<file path="config.mk">
export PLATFORM = sky130hd
export DESIGN_NAME = axi_console_capture
export DESIGN_NICKNAME = d
export VERILOG_FILES = /design/src/rtl/axi_console_capture.sv
export SDC_FILE = /design/constraint.sdc
export NUM_CORES = 1
export LEC_CHECK = 0
export CAP_MARGIN = 10
export CORE_UTILIZATION = 30
export CTS_BUF_LIST = sky130_fd_sc_hd__clkbuf_2 sky130_fd_sc_hd__clkbuf_4 sky130_fd_sc_hd__clkbuf_8
export DETAILED_ROUTE_END_ITERATION = 12
export PLACE_DENSITY_LB_ADDON = 0.3
export SLEW_MARGIN = 20
export SYNTH_ARGS = -nofsm -noshare
export SYNTH_HDL_FRONTEND = slang
export SYNTH_SLANG_ARGS = --single-unit
export TNS_END_PERCENT = 1
</file>
<file path="constraint.sdc">
create_clock -name clk -period 4.95 [get_ports clk]
set_clock_uncertainty 0.1 [all_clocks]
set_input_delay 0.495 -clock clk [delete_from_list [all_inputs] [get_ports clk]]
set_output_delay 0.495 -clock clk [all_outputs]
set_load 0.05 [all_outputs]
</file>
<file path="src/rtl/axi_console_capture.sv">
// Snoops the 128-bit AXI write path and turns single-beat console writes into a character stream.
// Optional test-exit decode is enabled by defining AXI_CONSOLE_EXIT_EN.
module axi_console_capture #(
    parameter logic [31:0] CONSOLE_ADDR = 32'h01ff_fff0,
    parameter logic [31:0] EXIT_ADDR    = 32'h01ff_ffe0,
    parameter int          CHR_DEPTH    = 16,
    parameter int          AWQ_DEPTH    = 4
) (
    input  logic                         clk,
    input  logic                         rst,
    input  logic                         awvalid,
    input  logic                         awready,
    input  logic [31:0]                  awaddr,
    input  logic [3:0]                   awlen,
    input  logic                         wvalid,
    input  logic                         wready,
    input  logic                         wlast,
    input  logic [127:0]                 wdata,
    input  logic [15:0]                  wstrb,
    output logic                         chr_valid,
    output logic [7:0]                   chr_data,
    input  logic                         chr_ready,
    output logic [$clog2(CHR_DEPTH):0]   chr_level,
    output logic [15:0]                  drop_cnt,
    output logic                         proto_err,
    output logic                         test_done,
    output logic                         test_pass
);
    localparam int CAW = $clog2(CHR_DEPTH);
    localparam int AAW = $clog2(AWQ_DEPTH);
`ifdef AXI_CONSOLE_EXIT_EN
    localparam int TW = 2;
`else
    localparam int TW = 1;
`endif

    // Tag bit 0: console hit; bit 1 (exit build only): exit hit.
    logic [TW-1:0] awq_mem [AWQ_DEPTH];
    logic [AAW:0]  awq_wr_q, awq_wr_d, awq_rd_q, awq_rd_d;
    logic [7:0]    chr_mem [CHR_DEPTH];
    logic [CAW:0]  chr_wr_q, chr_wr_d, chr_rd_q, chr_rd_d;
    logic [15:0]   drop_q, drop_d;
    logic          perr_q, perr_d;

    logic          aw_hs, w_hs, awq_empty, awq_full;
    logic          beat_ok, bypass, awq_push, awq_pop, awq_ovf;
    logic [TW-1:0] aw_tag, head_tag, beat_tag;
    logic          lane_hit, chr_in, chr_pop, chr_push, chr_drop, chr_empty, chr_full;
    logic [7:0]    lane_byte;
    logic          unused_bits;

    assign aw_hs = awvalid & awready;
    assign w_hs  = wvalid & wready;

    assign aw_tag[0] = (awaddr[31:4] == CONSOLE_ADDR[31:4]) && (awlen == 4'd0);
`ifdef AXI_CONSOLE_EXIT_EN
    assign aw_tag[1] = (awaddr[31:4] == EXIT_ADDR[31:4]) && (awlen == 4'd0);
`endif

    assign awq_empty = (awq_wr_q == awq_rd_q);
    assign awq_full  = (awq_wr_q[AAW] != awq_rd_q[AAW]) &&
                       (awq_wr_q[AAW-1:0] == awq_rd_q[AAW-1:0]);
    assign head_tag  = awq_mem[awq_rd_q[AAW-1:0]];

    // An empty queue lets a same-cycle AW tag flow straight to its first W beat.
    always_comb begin
        beat_ok  = w_hs && (!awq_empty || aw_hs);
        bypass   = w_hs && awq_empty && aw_hs;
        beat_tag = awq_empty ? aw_tag : head_tag;
        awq_pop  = w_hs && wlast && !awq_empty;
        awq_push = aw_hs && !(bypass && wlast);
        awq_ovf  = awq_push && awq_full && !awq_pop;
        awq_wr_d = (awq_push && !awq_ovf) ? awq_wr_q + (AAW+1)'(1) : awq_wr_q;
        awq_rd_d = awq_pop ? awq_rd_q + (AAW+1)'(1) : awq_rd_q;
        perr_d   = perr_q | (w_hs && !beat_ok) | awq_ovf;
    end

    always_comb begin
        lane_hit  = 1'b1;
        lane_byte = 8'h00;
        case (wstrb)
            16'h000f: lane_byte = wdata[7:0];
            16'h00f0: lane_byte = wdata[39:32];
            16'h0f00: lane_byte = wdata[71:64];
            16'hf000: lane_byte = wdata[103:96];
            default:  lane_hit  = 1'b0;
        endcase
    end

    assign chr_empty = (chr_wr_q == chr_rd_q);
    assign chr_full  = (chr_wr_q[CAW] != chr_rd_q[CAW]) &&
                       (chr_wr_q[CAW-1:0] == chr_rd_q[CAW-1:0]);

    always_comb begin
        chr_in   = beat_ok && beat_tag[0] && lane_hit;
        chr_pop  = !chr_empty && chr_ready;
        chr_push = chr_in && (!chr_full || chr_pop);
        chr_drop = chr_in && chr_full && !chr_pop;
        chr_wr_d = chr_push ? chr_wr_q + (CAW+1)'(1) : chr_wr_q;
        chr_rd_d = chr_pop ? chr_rd_q + (CAW+1)'(1) : chr_rd_q;
        drop_d   = (chr_drop && drop_q != 16'hffff) ? drop_q + 16'd1 : drop_q;
    end

    always_ff @(posedge clk) begin
        if (awq_push && !awq_ovf) awq_mem[awq_wr_q[AAW-1:0]] <= aw_tag;
        if (chr_push)             chr_mem[chr_wr_q[CAW-1:0]] <= lane_byte;
    end

    always_ff @(posedge clk or posedge rst) begin
        if (rst) begin
            awq_wr_q <= '0;
            awq_rd_q <= '0;
            chr_wr_q <= '0;
            chr_rd_q <= '0;
            drop_q   <= '0;
            perr_q   <= 1'b0;
        end else begin
            awq_wr_q <= awq_wr_d;
            awq_rd_q <= awq_rd_d;
            chr_wr_q <= chr_wr_d;
            chr_rd_q <= chr_rd_d;
            drop_q   <= drop_d;
            perr_q   <= perr_d;
        end
    end

    assign chr_valid = !chr_empty;
    assign chr_data  = chr_empty ? 8'h00 : chr_mem[chr_rd_q[CAW-1:0]];
    assign chr_level = chr_wr_q - chr_rd_q;
    assign drop_cnt  = drop_q;
    assign proto_err = perr_q;

`ifdef AXI_CONSOLE_EXIT_EN
    localparam logic [63:0] EXIT_PASS = 64'h0000_0004_4433_3222;
    localparam logic [63:0] EXIT_FAIL = 64'h0000_0023_8234_8720;
    logic        done_q, done_d, pass_q, pass_d, exit_strb;
    logic [63:0] exit_val;

    // Only the first recognised exit value latches; everything later is ignored.
    always_comb begin
        exit_strb = (wstrb == 16'h00ff) || (wstrb == 16'hff00);
        exit_val  = (wstrb == 16'h00ff) ? wdata[63:0] : wdata[127:64];
        done_d    = done_q;
        pass_d    = pass_q;
        if (beat_ok && beat_tag[1] && exit_strb && !done_q) begin
            if (exit_val == EXIT_PASS) begin
                done_d = 1'b1;
                pass_d = 1'b1;
            end else if (exit_val == EXIT_FAIL) begin
                done_d = 1'b1;
            end
        end
    end

    always_ff @(posedge clk or posedge rst) begin
        if (rst) begin
            done_q <= 1'b0;
            pass_q <= 1'b0;
        end else begin
            done_q <= done_d;
            pass_q <= pass_d;
        end
    end

    assign test_done = done_q;
    assign test_pass = pass_q;
`else
    assign test_done = 1'b0;
    assign test_pass = 1'b0;
`endif

    assign unused_bits = ^{wdata, awaddr[3:0], bypass};
endmodule

</file>
==> impl_metrics.env <==
export IMPL_cts_buffers=17
export IMPL_dp_cells=888
export IMPL_min_path_type="in -> async"
export IMPL_clock_sinks=165
export IMPL_antenna_found_initial=0
export IMPL_row_count=57
export IMPL_synthDistinctLibCells=44
export IMPL_fp_dieW_um=159.2
export IMPL_tightest_slew_ps=893.3
export IMPL_fin_area_um2=9402
export IMPL_grt_overflow=0
export IMPL_grt_start_max_net_pins=37
export IMPL_timing_final_ws_setup_ps=929.8
export IMPL_relSlewSlack_pct=40.32
export IMPL_max_stage_delay_ps=740
export IMPL_firstDrtPassIters=4
export IMPL_cts_root_buf="clkbuf_8"
export IMPL_cts_hold_buffers=0
export IMPL_finalNetCount=787
export IMPL_fmax_mhz=248.7
export IMPL_r2r_start="awq_rd_q[0]"
export IMPL_ant_nets=0
export IMPL_p_per_area_nw_per_um2=423.6
export IMPL_die_area_um2=25340
export IMPL_peakVddDrop_mv=0.1977
export IMPL_drv_slew=0
export IMPL_post_cts_resized=0
export IMPL_dpl_hpwl_mm=11.54
export IMPL_grt_pass1_vias=4525
export IMPL_cts_setup_buffers=0
export IMPL_clk_latency_ps=450
export IMPL_cts_max_level=4
export IMPL_drt_iter0_markers=283
export IMPL_diodes=0
export IMPL_crit_fanout=36
export IMPL_netlist_area_um2=7412
export IMPL_required_ps=4360
export IMPL_top_level_ports=221
export IMPL_ys_seq_area_share_pct=64.62
export IMPL_grt_pass1_wl_mm=24.78
export IMPL_io_buffers=118
export IMPL_routedWlPerCell_um=16.90
export IMPL_cp_arrival_ps=3430
export IMPL_maxCapViolations=0
export IMPL_gp_congestion=0.7448
export IMPL_grtUsageTotal_pct=12.83
export IMPL_synth_cells=451
export IMPL_p_leak_uw=0.003395
export IMPL_synth_avg_cell_area_um2=16.43
export IMPL_core_area_um2=24250
export IMPL_area_delta_synth_final_pct=26.84
export IMPL_cts_tree="done"
export IMPL_crit_chain="buf_4, inv_1, ha_1, nand4_1, nor2b_1, nor2b_1, clkdlybuf4s50_1"
export IMPL_startpoint="chr_rd_q[1]"
export IMPL_routed_wl_mm=15.55
export IMPL_status="finished, final reports clean"
export IMPL_fin_setup_tns_ps=0
export IMPL_cts_path_max_buffers=2
export IMPL_synth_warnings=0
export IMPL_final_cell_count_no_fill=920
export IMPL_die_h_um=159.2
export IMPL_setup_viol=0
export IMPL_synth_seq_cells=165
export IMPL_fin_crit_sh_pct=81.22
export IMPL_cp_common_cell="nor2b_1"
export IMPL_dp_slack_ps=958.2
export IMPL_path_clk_slew_ps=100
export IMPL_final_util_pct=38.77
export IMPL_place_area_um2=8996
export IMPL_hold_viol_final=0
export IMPL_cp_num_buf_inv=3
export IMPL_critPathCaptureType="output pin"
export IMPL_cp_slowest_cell="clkdlybuf4s50_1"
export IMPL_drive_gt1_share_pct=16.28
export IMPL_crit_family="buffers and inverters"
export IMPL_start_util_pct=30.57
export IMPL_vias_per_cell=4.746
export IMPL_drc_errors=0
export IMPL_period_minus_slack_ps=4020
export IMPL_rsz0062_at_grt="no"
export IMPL_vias=4366
export IMPL_crit_path_start_kind="register"
export IMPL_critical_path_class="reg -> out"
==> cells by family (layout without fill, tap and decap cells) <==
| kind of cell | after synthesis | in the layout | share of synthesized area (%) |
|---|---|---|---|
| simple gates | 130 | 130 | 10.45 |
| flops | 165 | 165 | 64.62 |
| fa+ha+maj | 16 | 16 | 2.802 |
| xor+xnor | 35 | 35 | 4.136 |
| mux | 43 | 43 | 12.76 |
| compound gates | 33 | 33 | 3.511 |
| other cells | 1 | 2 | 0.05059 |
| buf+inv | 28 | 172 | 1.671 |
==> per-layer routing <==
layer / GRT usage (%) / part of all wire (%) / up-vias
met1: 15.73 / 43 / 2158
met4: 3.628 / 1.4 / 0
li1: - / - / 2051
met5: 0 / 0 / -
met2: 22.27 / 51 / 142
met3: 3.334 / 4.4 / 15
==> final timing paths <==
check	slack, ps	cells after the start	to
worst max-delay path	930	7	chr_data[5]
worst min-delay path	350	3	awq_rd_q[0]
worst max register to register	1590	6	chr_mem[15][2]
worst min register to register	380	1	proto_err
max in group asynchronous	4050	3	chr_rd_q[0]
min in group clk	380	1	proto_err
==> cell usage after synthesis (all sizes together) <==
library cell    n  area share, %
o21ai           5           0.34
mux2            2           0.30
nand2b          1          0.084
o2111ai         2           0.24
dfrtp          33             11
mux4           41             12
a21o            3           0.30
or4             7           0.96
nor2b          14            1.2
nand3          12           0.81
a22oi          17            1.8
or3             1          0.084
edfxtp        132             53
a21oi           3           0.20
nand2          20            1.0
clkbuf          7           0.35
buf             8           0.66
xor2            6           0.71
xnor2          29            3.4
nand4b          2           0.24
ha             15            2.5
and2            9           0.79
and4            1           0.12
nor3            3           0.20
nor4            7           0.59
o22ai           1          0.084
fa              1           0.27
nand4          22            2.1
nor2           12           0.71
inv            13           0.66
conb            1          0.051
a221oi          2           0.56
and3           19            1.6
==> metrics by stage <==
step / total power, µW / hold slack, ps
3_5_place_dp: 3074 / 356.1
4_1_cts: 4039 / 338.2
2_1_floorplan: 2641 / 360.7
3_3_place_gp: 3053 / 353.6
5_1_grt: 4187 / 389.4
6_report: 3982 / 350.7
==> worst register-to-register path, cell delays in order, from the launching register on <==
cell and delay (ps):
dfrtp_1 470, xor2_1 200, nor4_1 470, nand4_4 210
a221oi_4 530, nand3_1 300, nor2b_1 710
==> placed cells by master, fill, tap and decap left out, types with 2 or more instances in the layout <==
| cell type | count |
|---|---|
| clkinv_8 | 2 |
| nand4b_1 | 2 |
| a22oi_1 | 16 |
| nand3_1 | 12 |
| o21ai_1 | 2 |
| ha_1 | 15 |
| xnor2_1 | 29 |
| buf_4 | 9 |
| nand4_1 | 21 |
| nor2_1 | 11 |
| o21ai_0 | 3 |
| xor2_1 | 6 |
| and2_1 | 8 |
| a21oi_1 | 3 |
| clkinv_4 | 4 |
| a21o_1 | 3 |
| nor3_1 | 3 |
| clkbuf_8 | 17 |
| dfrtp_1 | 32 |
| inv_8 | 4 |
| mux4_2 | 41 |
| o2111ai_1 | 2 |
| or4_4 | 5 |
| mux2_2 | 2 |
| and3_1 | 19 |
| nor2b_1 | 14 |
| conb_1 | 2 |
| nand2_1 | 20 |
| edfxtp_1 | 132 |
| or4_1 | 2 |
| inv_1 | 12 |
| nor4_1 | 7 |
| clkinvlp_4 | 2 |
| clkdlybuf4s50_1 | 118 |
==> where the power goes <==
| part | internal (µW) | switching [µW] |
|---|---|---|
| Clock | 422 | 539 |
| Combinational | 639 | 784 |
| Sequential | 1530 | 65.1 |
| Total | 2590 | 1390 |
==> area by class of cell <==
class | count | area [µm²]
flip-flops and latches | 165 | 4791
clock buffers | 17 | 234.0
inverters | 13 | 48.80
repair buffers | 127 | 1249
multi-input cells | 259 | 2502
fillers | 2303 | 14850
clock inverters | 15 | 171.4
well taps | 324 | 405.4
==> registers in the layout, indices dropped and copies added (netlist names) <==
| register | cells |
|---|---|
| awq_mem | 4 |
| awq_wr_q | 3 |
| awq_rd_q | 3 |
| chr_mem | 128 |
| proto_err | 1 |
| chr_rd_q | 5 |
| drop_cnt | 16 |
| chr_wr_q | 5 |
No activity file was read; power rests on OpenSTA's default activity.
